File: config.mk
export PLATFORM = sky130hd
export DESIGN_NAME = gm_stream_server_flat
export DESIGN_NICKNAME = d
export VERILOG_FILES = /design/src/rtl/gm_stream_server_if.sv /design/src/rtl/gm_stream_server.sv /design/src/flat_wrapper.sv
export SDC_FILE = /design/constraint.sdc
export NUM_CORES = 1
export LEC_CHECK = 0
export BUFFER_PORTS_ARGS = -buffer_cell sky130_fd_sc_hd__clkbuf_2
export CAP_MARGIN = 20
export CORE_MARGIN = 2
export CORE_UTILIZATION = 40
export DETAILED_ROUTE_END_ITERATION = 7
export PLACE_DENSITY_LB_ADDON = 0.3
export SLEW_MARGIN = 30
export SYNTH_ARGS = -nofsm -noshare
export SYNTH_HDL_FRONTEND = slang
export SYNTH_SLANG_ARGS = --single-unit
File: constraint.sdc
create_clock -name clk -period 13.8 [get_ports clk]
set_input_delay 0.69 -clock clk [delete_from_list [all_inputs] [get_ports clk]]
set_output_delay 0.69 -clock clk [all_outputs]
set_load 0.02 [all_outputs]
File: src/rtl/gm_stream_server_if.sv
// gm_stream_server_if
//   Bundles the game-map traffic of gm_stream_server: the pixel generator's
//   row request and the streamed GMaddress/GMdata beats, the frame and clear
//   pulses, the game-logic cell write port and the status flags.
//   modport slave  : the map server (gm_stream_server).
//   modport master : the clients (pixel generator / game logic / bench).
interface gm_stream_server_if;
  logic       request;
  logic       frame_start;
  logic       clr;
  logic       wr_en;
  logic [7:0] wr_addr;
  logic [3:0] wr_data;
  logic [7:0] GMaddress;
  logic [3:0] GMdata;
  logic       gm_valid;
  logic       busy;
  logic       overrun;
  logic       clr_done;

  modport slave (
    input  request, frame_start, clr, wr_en, wr_addr, wr_data,
    output GMaddress, GMdata, gm_valid, busy, overrun, clr_done
  );

  modport master (
    output request, frame_start, clr, wr_en, wr_addr, wr_data,
    input  GMaddress, GMdata, gm_valid, busy, overrun, clr_done
  );
endinterface

File: src/rtl/gm_stream_server.sv
// gm_stream_server
//   Holds the 16x16 Minesweeper map (4-bit cell codes) and streams one board
//   row per rising edge of the pixel generator's request as 16 consecutive
//   GMaddress/GMdata beats. Also sweeps the whole map to INIT_CODE on clr.
// Ports:
//   clk   : system clock, all state on posedge
//   rst_n : asynchronous active-low reset
//   bus   : gm_stream_server_if.slave
//           in : request, frame_start, clr, wr_en, wr_addr, wr_data
//           out: GMaddress, GMdata, gm_valid, busy, overrun, clr_done
module gm_stream_server #(
  parameter int           COLS      = 16,
  parameter int           ROWS      = 16,
  parameter logic [3:0]   INIT_CODE = 4'h9
) (
  input  logic              clk,
  input  logic              rst_n,
  gm_stream_server_if.slave bus
);

  typedef enum logic [1:0] {IDLE, STREAM, CLEAR} state_t;

  // col wraps in 4 bits, so with COLS=16 the end-of-burst marker is col==0.
  localparam logic [3:0] COL_END  = 4'(COLS);
  localparam logic [3:0] ROW_LAST = 4'(ROWS - 1);
  localparam logic [7:0] CLR_LAST = 8'(COLS * ROWS - 1);

  logic [3:0] mem [256];

  state_t     state;
  logic [3:0] row;
  logic [3:0] col;
  logic       req_q;
  logic       fs_pend;
  logic [7:0] clr_addr;

  logic       req_edge;
  logic       stream_end;
  logic       drop;
  logic [3:0] row_adv;
  logic [3:0] start_row;
  logic       mem_we;
  logic [7:0] mem_waddr;
  logic [3:0] mem_wdata;

  assign req_edge   = bus.request & ~req_q;
  assign stream_end = (state == STREAM) && (col == COL_END);
  // The last beat edge of a burst is free to accept a new request.
  assign drop       = req_edge && (((state == STREAM) && !stream_end) || (state == CLEAR));

  always_comb begin
    row_adv = (row == ROW_LAST) ? 4'd0 : row + 4'd1;
    if (fs_pend || bus.frame_start) row_adv = 4'd0;
    start_row = (state == STREAM) ? row_adv : (bus.frame_start ? 4'd0 : row);
  end

  // Map write port: the clear sweep owns the RAM while in CLEAR; clr itself
  // blocks every write in its cycle.
  always_comb begin
    mem_we    = 1'b0;
    mem_waddr = bus.wr_addr;
    mem_wdata = bus.wr_data;
    if (!bus.clr) begin
      if (state == CLEAR) begin
        mem_we    = 1'b1;
        mem_waddr = clr_addr;
        mem_wdata = INIT_CODE;
      end else if (bus.wr_en) begin
        mem_we = 1'b1;
      end
    end
  end

  always_ff @(posedge clk) begin
    if (mem_we) mem[mem_waddr] <= mem_wdata;
  end

  // Control FSM with registered outputs. GMdata reads mem with a
  // non-blocking assignment, so a same-edge write shows the old code.
  always_ff @(posedge clk or negedge rst_n) begin
    if (!rst_n) begin
      state         <= IDLE;
      row           <= 4'd0;
      col           <= 4'd0;
      req_q         <= 1'b0;
      fs_pend       <= 1'b0;
      clr_addr      <= 8'd0;
      bus.GMaddress <= 8'd0;
      bus.GMdata    <= 4'd0;
      bus.gm_valid  <= 1'b0;
      bus.busy      <= 1'b0;
      bus.overrun   <= 1'b0;
      bus.clr_done  <= 1'b0;
    end else begin
      req_q        <= bus.request;
      bus.clr_done <= 1'b0;

      if (bus.frame_start)  bus.overrun <= drop;
      else if (drop)        bus.overrun <= 1'b1;

      if (bus.clr) begin
        state        <= CLEAR;
        bus.busy     <= 1'b1;
        bus.gm_valid <= 1'b0;
        col          <= 4'd0;
        clr_addr     <= 8'd0;
        fs_pend      <= 1'b0;
      end else begin
        case (state)
          IDLE: begin
            if (req_edge) begin
              state         <= STREAM;
              bus.busy      <= 1'b1;
              bus.gm_valid  <= 1'b1;
              row           <= start_row;
              col           <= 4'd1;
              bus.GMaddress <= {start_row, 4'd0};
              bus.GMdata    <= mem[{start_row, 4'd0}];
            end else if (bus.frame_start) begin
              row <= 4'd0;
            end
          end
          STREAM: begin
            if (stream_end) begin
              fs_pend <= 1'b0;
              row     <= row_adv;
              if (req_edge) begin
                bus.gm_valid  <= 1'b1;
                col           <= 4'd1;
                bus.GMaddress <= {start_row, 4'd0};
                bus.GMdata    <= mem[{start_row, 4'd0}];
              end else begin
                state        <= IDLE;
                bus.busy     <= 1'b0;
                bus.gm_valid <= 1'b0;
                col          <= 4'd0;
              end
            end else begin
              bus.GMaddress <= {row, col};
              bus.GMdata    <= mem[{row, col}];
              col           <= col + 4'd1;
              if (bus.frame_start) fs_pend <= 1'b1;
            end
          end
          CLEAR: begin
            clr_addr <= clr_addr + 8'd1;
            if (clr_addr == CLR_LAST) begin
              state        <= IDLE;
              bus.busy     <= 1'b0;
              bus.clr_done <= 1'b1;
              row          <= 4'd0;
            end
          end
          default: begin
            state    <= IDLE;
            bus.busy <= 1'b0;
          end
        endcase
      end
    end
  end

endmodule
File: src/flat_wrapper.sv
// flat-port wrapper written by rule: the top's interface ports become plain ports
module gm_stream_server_flat 
#(
  parameter int           COLS      = 16,
  parameter int           ROWS      = 16,
  parameter logic [3:0]   INIT_CODE = 4'h9
)
  (clk, rst_n, bus_request, bus_frame_start, bus_clr, bus_wr_en, bus_wr_addr, bus_wr_data, bus_GMaddress, bus_GMdata, bus_gm_valid, bus_busy, bus_overrun, bus_clr_done);
  gm_stream_server_if bus_i ();
  input  logic clk;
  input  logic rst_n;
  input wire logic [$bits(bus_i.request)-1:0] bus_request;
  input wire logic [$bits(bus_i.frame_start)-1:0] bus_frame_start;
  input wire logic [$bits(bus_i.clr)-1:0] bus_clr;
  input wire logic [$bits(bus_i.wr_en)-1:0] bus_wr_en;
  input wire logic [$bits(bus_i.wr_addr)-1:0] bus_wr_addr;
  input wire logic [$bits(bus_i.wr_data)-1:0] bus_wr_data;
  output wire logic [$bits(bus_i.GMaddress)-1:0] bus_GMaddress;
  output wire logic [$bits(bus_i.GMdata)-1:0] bus_GMdata;
  output wire logic [$bits(bus_i.gm_valid)-1:0] bus_gm_valid;
  output wire logic [$bits(bus_i.busy)-1:0] bus_busy;
  output wire logic [$bits(bus_i.overrun)-1:0] bus_overrun;
  output wire logic [$bits(bus_i.clr_done)-1:0] bus_clr_done;
  assign bus_i.request = bus_request;
  assign bus_i.frame_start = bus_frame_start;
  assign bus_i.clr = bus_clr;
  assign bus_i.wr_en = bus_wr_en;
  assign bus_i.wr_addr = bus_wr_addr;
  assign bus_i.wr_data = bus_wr_data;
  assign bus_GMaddress = bus_i.GMaddress;
  assign bus_GMdata = bus_i.GMdata;
  assign bus_gm_valid = bus_i.gm_valid;
  assign bus_busy = bus_i.busy;
  assign bus_overrun = bus_i.overrun;
  assign bus_clr_done = bus_i.clr_done;
  gm_stream_server #(.COLS(COLS), .ROWS(ROWS), .INIT_CODE(INIT_CODE)) u_core (.clk(clk), .rst_n(rst_n), .bus(bus_i));
endmodule
=== Yosys cells after proc, flatten, opt, wreduce, memory -nomap -nowiden ===
Memory sizes are Yosys's and may differ from the RTL's.
Index checks and enable logic that the tools add are counted.
W data, S select, Z words.

* Latch bits: 0
* Memories: 1
* Output and inout port bits: 16
* ROM bits: 0
* RAM bits: 1024
* Register bits: 36
* Logic and storage cells: 105

* Mux-type cells: 55
* Reductions and logical operators: 21
* Bitwise gates (word level): 3
* $mul: 0
* Shift operators: 0
* $add $sub $neg: 3
* Order comparisons: 0
* Div/mod/pow operators: 0
* Equality and inequality tests: 10

{| class="wikitable"
|+ Memories
! memory !! words !! width !! read ports !! clocked after memory_dff !! write ports !! RTL line !! RTL
|-
| u_core.mem || 256 || 4 || 2 || 0 || 1 || gm_stream_server.sv:28 || <nowiki>logic [3:0] mem [256];</nowiki>
|}

{| class="wikitable"
|+ Operators by type and width
! cell !! count
|-
| $mux W4 || 14
|-
| $mux W8 || 6
|-
| $mux W1 || 23
|-
| $pmux W4 S2 || 2
|-
| $pmux W8 S2 || 1
|-
| $pmux W4 S3 || 1
|-
| $mux W2 || 5
|-
| $reduce_bool A3 Y1 || 3
|-
| $add A4 B1 Y4 const B || 2
|-
| $add A8 B1 Y8 const B || 1
|-
| $eq A8 B8 Y1 const B || 1
|-
| $reduce_and A4 Y1 || 2
|-
| $reduce_bool A2 Y1 || 4
|-
| $ne A3 B2 Y1 const B || 2
|-
| $ne A3 B3 Y1 const B || 2
|-
| $pmux W2 S3 || 1
|-
| $reduce_and A2 Y1 || 3
|-
| $eq A4 B4 Y1 const B || 1
|-
| $logic_not A4 Y1 || 1
|-
| $logic_and A1 B1 Y1 || 3
|-
| $pmux W1 S3 || 1
|-
| $reduce_and A3 Y1 || 1
|-
| $eq A2 B1 Y1 const B || 1
|-
| $eq A2 B2 Y1 const B || 1
|-
| 8 further kinds || 10
|}

=== Logic depth before layout (Yosys ltp) ===
* Depth after elaboration: 8
* Mapped depth: 16
* Depth with buffers taken out: 9

=== Worst setup path after synthesis ===
Ideal clock, no wire load.

* Kind: input-to-reg
* Start point: input bus_clr
* End point: memory u_core.mem[0][1] (data pin)
* Arrival time: 4.884 ns
* Data required time: 12.933 ns
* Buffers on the path: 3
* Library setup time: 0.867 ns
* Cell stages on the path: 5
* Path slack: 8.049 ns
* Path through: clkbuf_1 nand2b_1 clkbuf_1 clkbuf_1 and2_1

* Cells in the longest elaborated chain, start to end: 1

{| class="wikitable"
|+ RTL lines
! what !! RTL line !! RTL
|-
| start, declared || flat_wrapper.sv:14 || <nowiki>input wire logic [$bits(bus_i.clr)-1:0] bus_clr;</nowiki>
|-
| $mux W4 || gm_stream_server.sv:63 || <nowiki>if (!bus.clr) begin</nowiki>
|-
| named net u_core.mem_wdata[1] || gm_stream_server.sv:44 || <nowiki>logic [3:0] mem_wdata;</nowiki>
|-
| end, declared || gm_stream_server.sv:28 ||
|}

The timed path passes the listed nets, and every way through them passes these cells.

=== Worst setup path in the final report ===
* Start point: register u_core.state[0]
* End point: memory u_core.mem[68][3] (enable)

* Cells in the longest elaborated chain, start to end: 5
* Elaborated cells between the ends (all ways): 7
* Classes of those cells: eq/ne: 1; mux: 6

{| class="wikitable"
|+ RTL lines
! what !! RTL line !! RTL
|-
| start, declared || gm_stream_server.sv:30 || <nowiki>state_t state;</nowiki>
|-
| start signal, assigned || gm_stream_server.sv:82 || <nowiki>state <= IDLE;</nowiki>
|-
| start signal, assigned || gm_stream_server.sv:102 || <nowiki>state <= CLEAR;</nowiki>
|-
| start signal, assigned || gm_stream_server.sv:112 || <nowiki>state <= STREAM;</nowiki>
|-
| $eq A2 B2 Y1 * || gm_stream_server.sv:64 || <nowiki>if (state == CLEAR) begin</nowiki>
|-
| $mux W1 || gm_stream_server.sv:64 ||
|-
| $mux W1 || gm_stream_server.sv:63 ||
|-
| $mux W1 || gm_stream_server.sv:75 || <nowiki>if (mem_we) mem[mem_waddr] <= mem_wdata;</nowiki>
|-
| $mux W1 (implied by the code) || gm_stream_server.sv:75 ||
|}

Mark *: on every way between the ends. The rest lies on a longest branch, timed or not.

==> impl_metrics.csv <==
group,metric,value,unit
critical_path,critical_path.startpoint_type,"flip-flop",
yosys,synth_top_area_share,71.0,%
clocking,max-clock-path-buffers,3,
route,route.final.wire_length,117000,um
critical_path,slack_of_the_worst_reg_to_reg_path,9290,ps
yosys,netlist_instances,2397,
critical_path,worstSetupEndpointType,"flip-flop",
critical_path,crit_chain,"inv_1 > ha_1 > nand2b_1 > buf_4 > mux2i_1 > inv_1 > nor2_1 > nand2_2 > nor2_1",
clocking,cts_tree,"done",
yosys,synth-main-ff-cell,"edfxtp_1",
sta,period_minus_slack,4510,ps
clocking,cts_inserted_buffers,106,
pwr,cellLeakagePower,14.8,nW
clocking,htreeDepth,3,
die,floorplan.rows,120,
grt,wire_length_of_the_first_global_routing_pass,169000,um
clocking,cts_num_sinks,1060,
critical_path,regToRegStartpoint,"u_core.state[0]$_DFFE_PN0P_",
hold_path,hold_path_class,"in2async",
layout,layout.cell_area.non_filler,48500,sq um
route,drt_first_pass_iters,6,
route,detailedRoute.firstIterationViolations,3126,
critical_path,path_max_fanout,25,
yosys,synth.area.top_cells,"edfxtp_1 71%, mux4_2 12%, nor2_1 2.6%",
sta,holdWs,94.1,ps
yosys,netlist-cell-type-count,68,
route,post-route-drc-count,0,
run,maxCapViolations,0,
layout,layout-area-overhead-vs-synth,12.1,%
sta,layout_worst_path_cycle_share,32.7,%
critical_path,critical_path_buf_inv_count,3,
yosys,synth_edf_count,1024,
route,vias,23908,
yosys,synth.ff_latch_count,1060,
route,routedWlPerCell,29.7,um
yosys,share_of_flip_flops_with_an_asynchronous_set_or_reset,3.40,%
critical_path,reg2reg_depth,9,
yosys,synth_area,43300,sq um
clocking,cts-resized-gates,0,
pwr,vdd_ir_drop_max,0.0966,mV
yosys,synth.yosys.warnings,0,
layout,layout_cell_share_with_drive_strength_beyond_1,20.5,%
die,design.die.area,111000,sq um
clocking,worst_skew_pair.late_latency,680,ps
clocking,cts.hold.buffers_added,0,
die,die_height,333,um
sta,final.setup_skew,40.4,ps
grt,number_of_antenna_violations_at_the_first_check_in_global_routing,7,
placed_design,place.detailed.instances,3735,
grt,grt_overflow_total,0,
route,final_antenna_net_count,0,
placed_design,placement.cell_area,44900,sq um
critical_path,end_of_the_worst_register_to_register_path,"u_core.mem[68][3]$_DFFE_PP_",
outcome,run_status,"completed",
placed_design,port_buffers,33,
grt,maximum_number_of_pins_on_one_net_before_global_route_repair,234,
critical_path,worst-setup-path-type,"reg2reg",
layout,final-instance-count-excl-fill,3932,
sta,worst_slew_pin_slew,1030,ps
critical_path,timing.critical_path.slowest_stage_cell,"nand2_2",
sta,setup_viol,0,
clocking,clkSlewWorstSetupHoldPaths,60,ps
clocking,post-cts-setup-buffer-count,0,
yosys,ys_seq_area_share,73.1,%
sta,timing.slew.headroom,30.3,%
critical_path,cp_data_arrival_time,4810,ps
yosys,post-synth-top-area-cell,"edfxtp_1",
critical_path,required,14100,ps
layout,design.final.nets,2469,
sta,rsz0062_at_grt,"no",
yosys,avgSynthCellArea,18.1,sq um
critical_path,critical-path-max-stage-delay,650,ps
sta,timing.final.hold_violations,0,
die,die-width,333,um
sta,fmax,222,MHz
placed_design,post-dp-hpwl,70800,um
clocking,clock_tree.root_cell,"clkbuf_16",
placed_design,gp_routability_congestion,0.903,
yosys,synth_fp_nets,2423,
pwr,power-per-cell-area,146,nW/um^2
die,start_util,40.4,%
grt,first_global_vias,23703,
critical_path,critical-path-top-delay-family,"simple AND/OR/NAND/NOR gates",
grt,grt_util_all_layers,20.9,%
die,core_region_area,107000,sq um
sta,final.setup.tns,0,ps
route,drt-vias-per-instance,6.08,
die,io_pins,34,
sta,pins_over_their_slew_limit,0,
power by group:
part           total, mW  internal [mW]  switching (mW)
clock network       2.90           1.69            1.21
logic              0.567          0.174           0.393
registers           3.61           3.58          0.0317
placed cells by master, fill, tap and decap left out, types with 13 or more instances in the layout:
master	synthesis	routed
a22oi_1	16	16
dfrtp_1	36	32
clkbuf_16	0	108
buf_4	14	37
o22ai_1	22	22
nand2_1	158	147
bufinv_16	0	14
clkinv_1	2	21
edfxtp_1	1024	1024
clkbuf_1	76	18
nand2b_1	15	13
clkinv_2	0	18
nand3_1	36	36
a21oi_1	42	42
mux4_2	237	237
nor2_1	303	300
clkbuf_2	0	33
mux2i_1	112	112
o21ai_0	49	45
per-stage QoR:
step	setup WS [ps]	utilization, %	power, mW
after floorplan	8050	-	4.03
after global placement	8970	41.8	4.22
after detailed placement	9010	41.9	4.24
after CTS	8980	45.2	7.11
after global routing	9070	45.3	7.27
final	9290	45.3	7.09
layout make-up:
type | count | area (sq um)
diodes | 1 | 2.50
clock buffers | 126 | 2770
clock inverters | 67 | 733
fillers | 9096 | 58700
inverters | 16 | 60.1
multi-input cells | 1176 | 10900
flip-flops and latches | 1060 | 31700
well taps | 1403 | 1760
repair buffers | 83 | 664
metal layers:
layer | vias up | part of all wire [%] | track usage, %
li1 | 9699 | - | -
met1 | 12674 | 42 | 30.7
met2 | 1324 | 45 | 31.5
met3 | 207 | 11 | 5.16
met4 | 4 | 2.5 | 5.16
met5 | - | 0.020 | 0
registers in the layout, summed over array words and instances (netlist names):
| name | flops |
|---|---|
| u_core.bus.GMaddress | 8 |
| u_core.bus.GMdata | 4 |
| u_core.bus.busy | 1 |
| u_core.bus.clr_done | 1 |
| u_core.bus.gm_valid | 1 |
| u_core.bus.overrun | 1 |
| u_core.clr_addr | 8 |
| u_core.col | 4 |
| u_core.fs_pend | 1 |
| u_core.mem | 1024 |
| u_core.req_q | 1 |
| u_core.row | 4 |
| u_core.state | 2 |
cell families (layout without fill, tap and decap cells):
group / after synthesis / after routing / synth area share, %
DFF: 1060 / 1060 / 73.1
other: 0 / 1 / 0
adders and majority gates: 8 / 8 / 0.231
buffers and inverters: 161 / 292 / 2.05
xor gates and xnor gates: 7 / 7 / 0.142
AOI/OAI and AO/OA: 223 / 223 / 3.44
and+or+nand+nor: 580 / 580 / 5.65
muxes: 358 / 358 / 15.4
synth_stat cells, types with 3 or more instances:
master    number
buf_4         14
mux4_2       237
edfxtp_1    1024
o22ai_1       22
a31oi_1        9
dfrtp_1       36
buf_6         18
mux2i_1      112
a22o_1        10
nor3b_1        3
nand4_1       10
a211oi_1      11
o211ai_1       5
o21ai_0       49
nor3_1        12
buf_2         27
a32oi_1        7
nand3b_1       9
o31ai_1        5
a21oi_1       42
ha_1           8
nand2_1      158
inv_1         13
and2_1         7
nand3_1       36
a22oi_1       16
clkbuf_1      76
buf_12         3
buf_1          6
a221oi_1      11
and3_1         5
a311oi_1       4
nand2b_1      15
a211o_1        3
a21o_1         3
mux4_1         7
nor2b_1       10
nor2_1       303
nor4_1         3
xor2_1         6
o221ai_1       8
worst max-delay path by stage:
stage                                 from                               end  slack [ps]  cells past startpoint
5_1_grt        u_core.state[0]$_DFFE_PN0P_       u_core.mem[68][3]$_DFFE_PP_        9070                      9
2_1_floorplan                      bus_clr        u_core.mem[0][1]$_DFFE_PP_        8050                      5
6_report       u_core.state[0]$_DFFE_PN0P_       u_core.mem[68][3]$_DFFE_PP_        9290                      9
3_5_place_dp     u_core.col[0]$_DFFE_PN0P_  u_core.bus.GMdata[2]$_DFFE_PN0P_        9010                      8
3_3_place_gp     u_core.col[0]$_DFFE_PN0P_  u_core.bus.GMdata[2]$_DFFE_PN0P_        8970                      8
4_1_cts          u_core.col[0]$_DFFE_PN0P_  u_core.bus.GMdata[2]$_DFFE_PN0P_        8980                      8
Note: power is estimated with default switching activity, not from simulation.
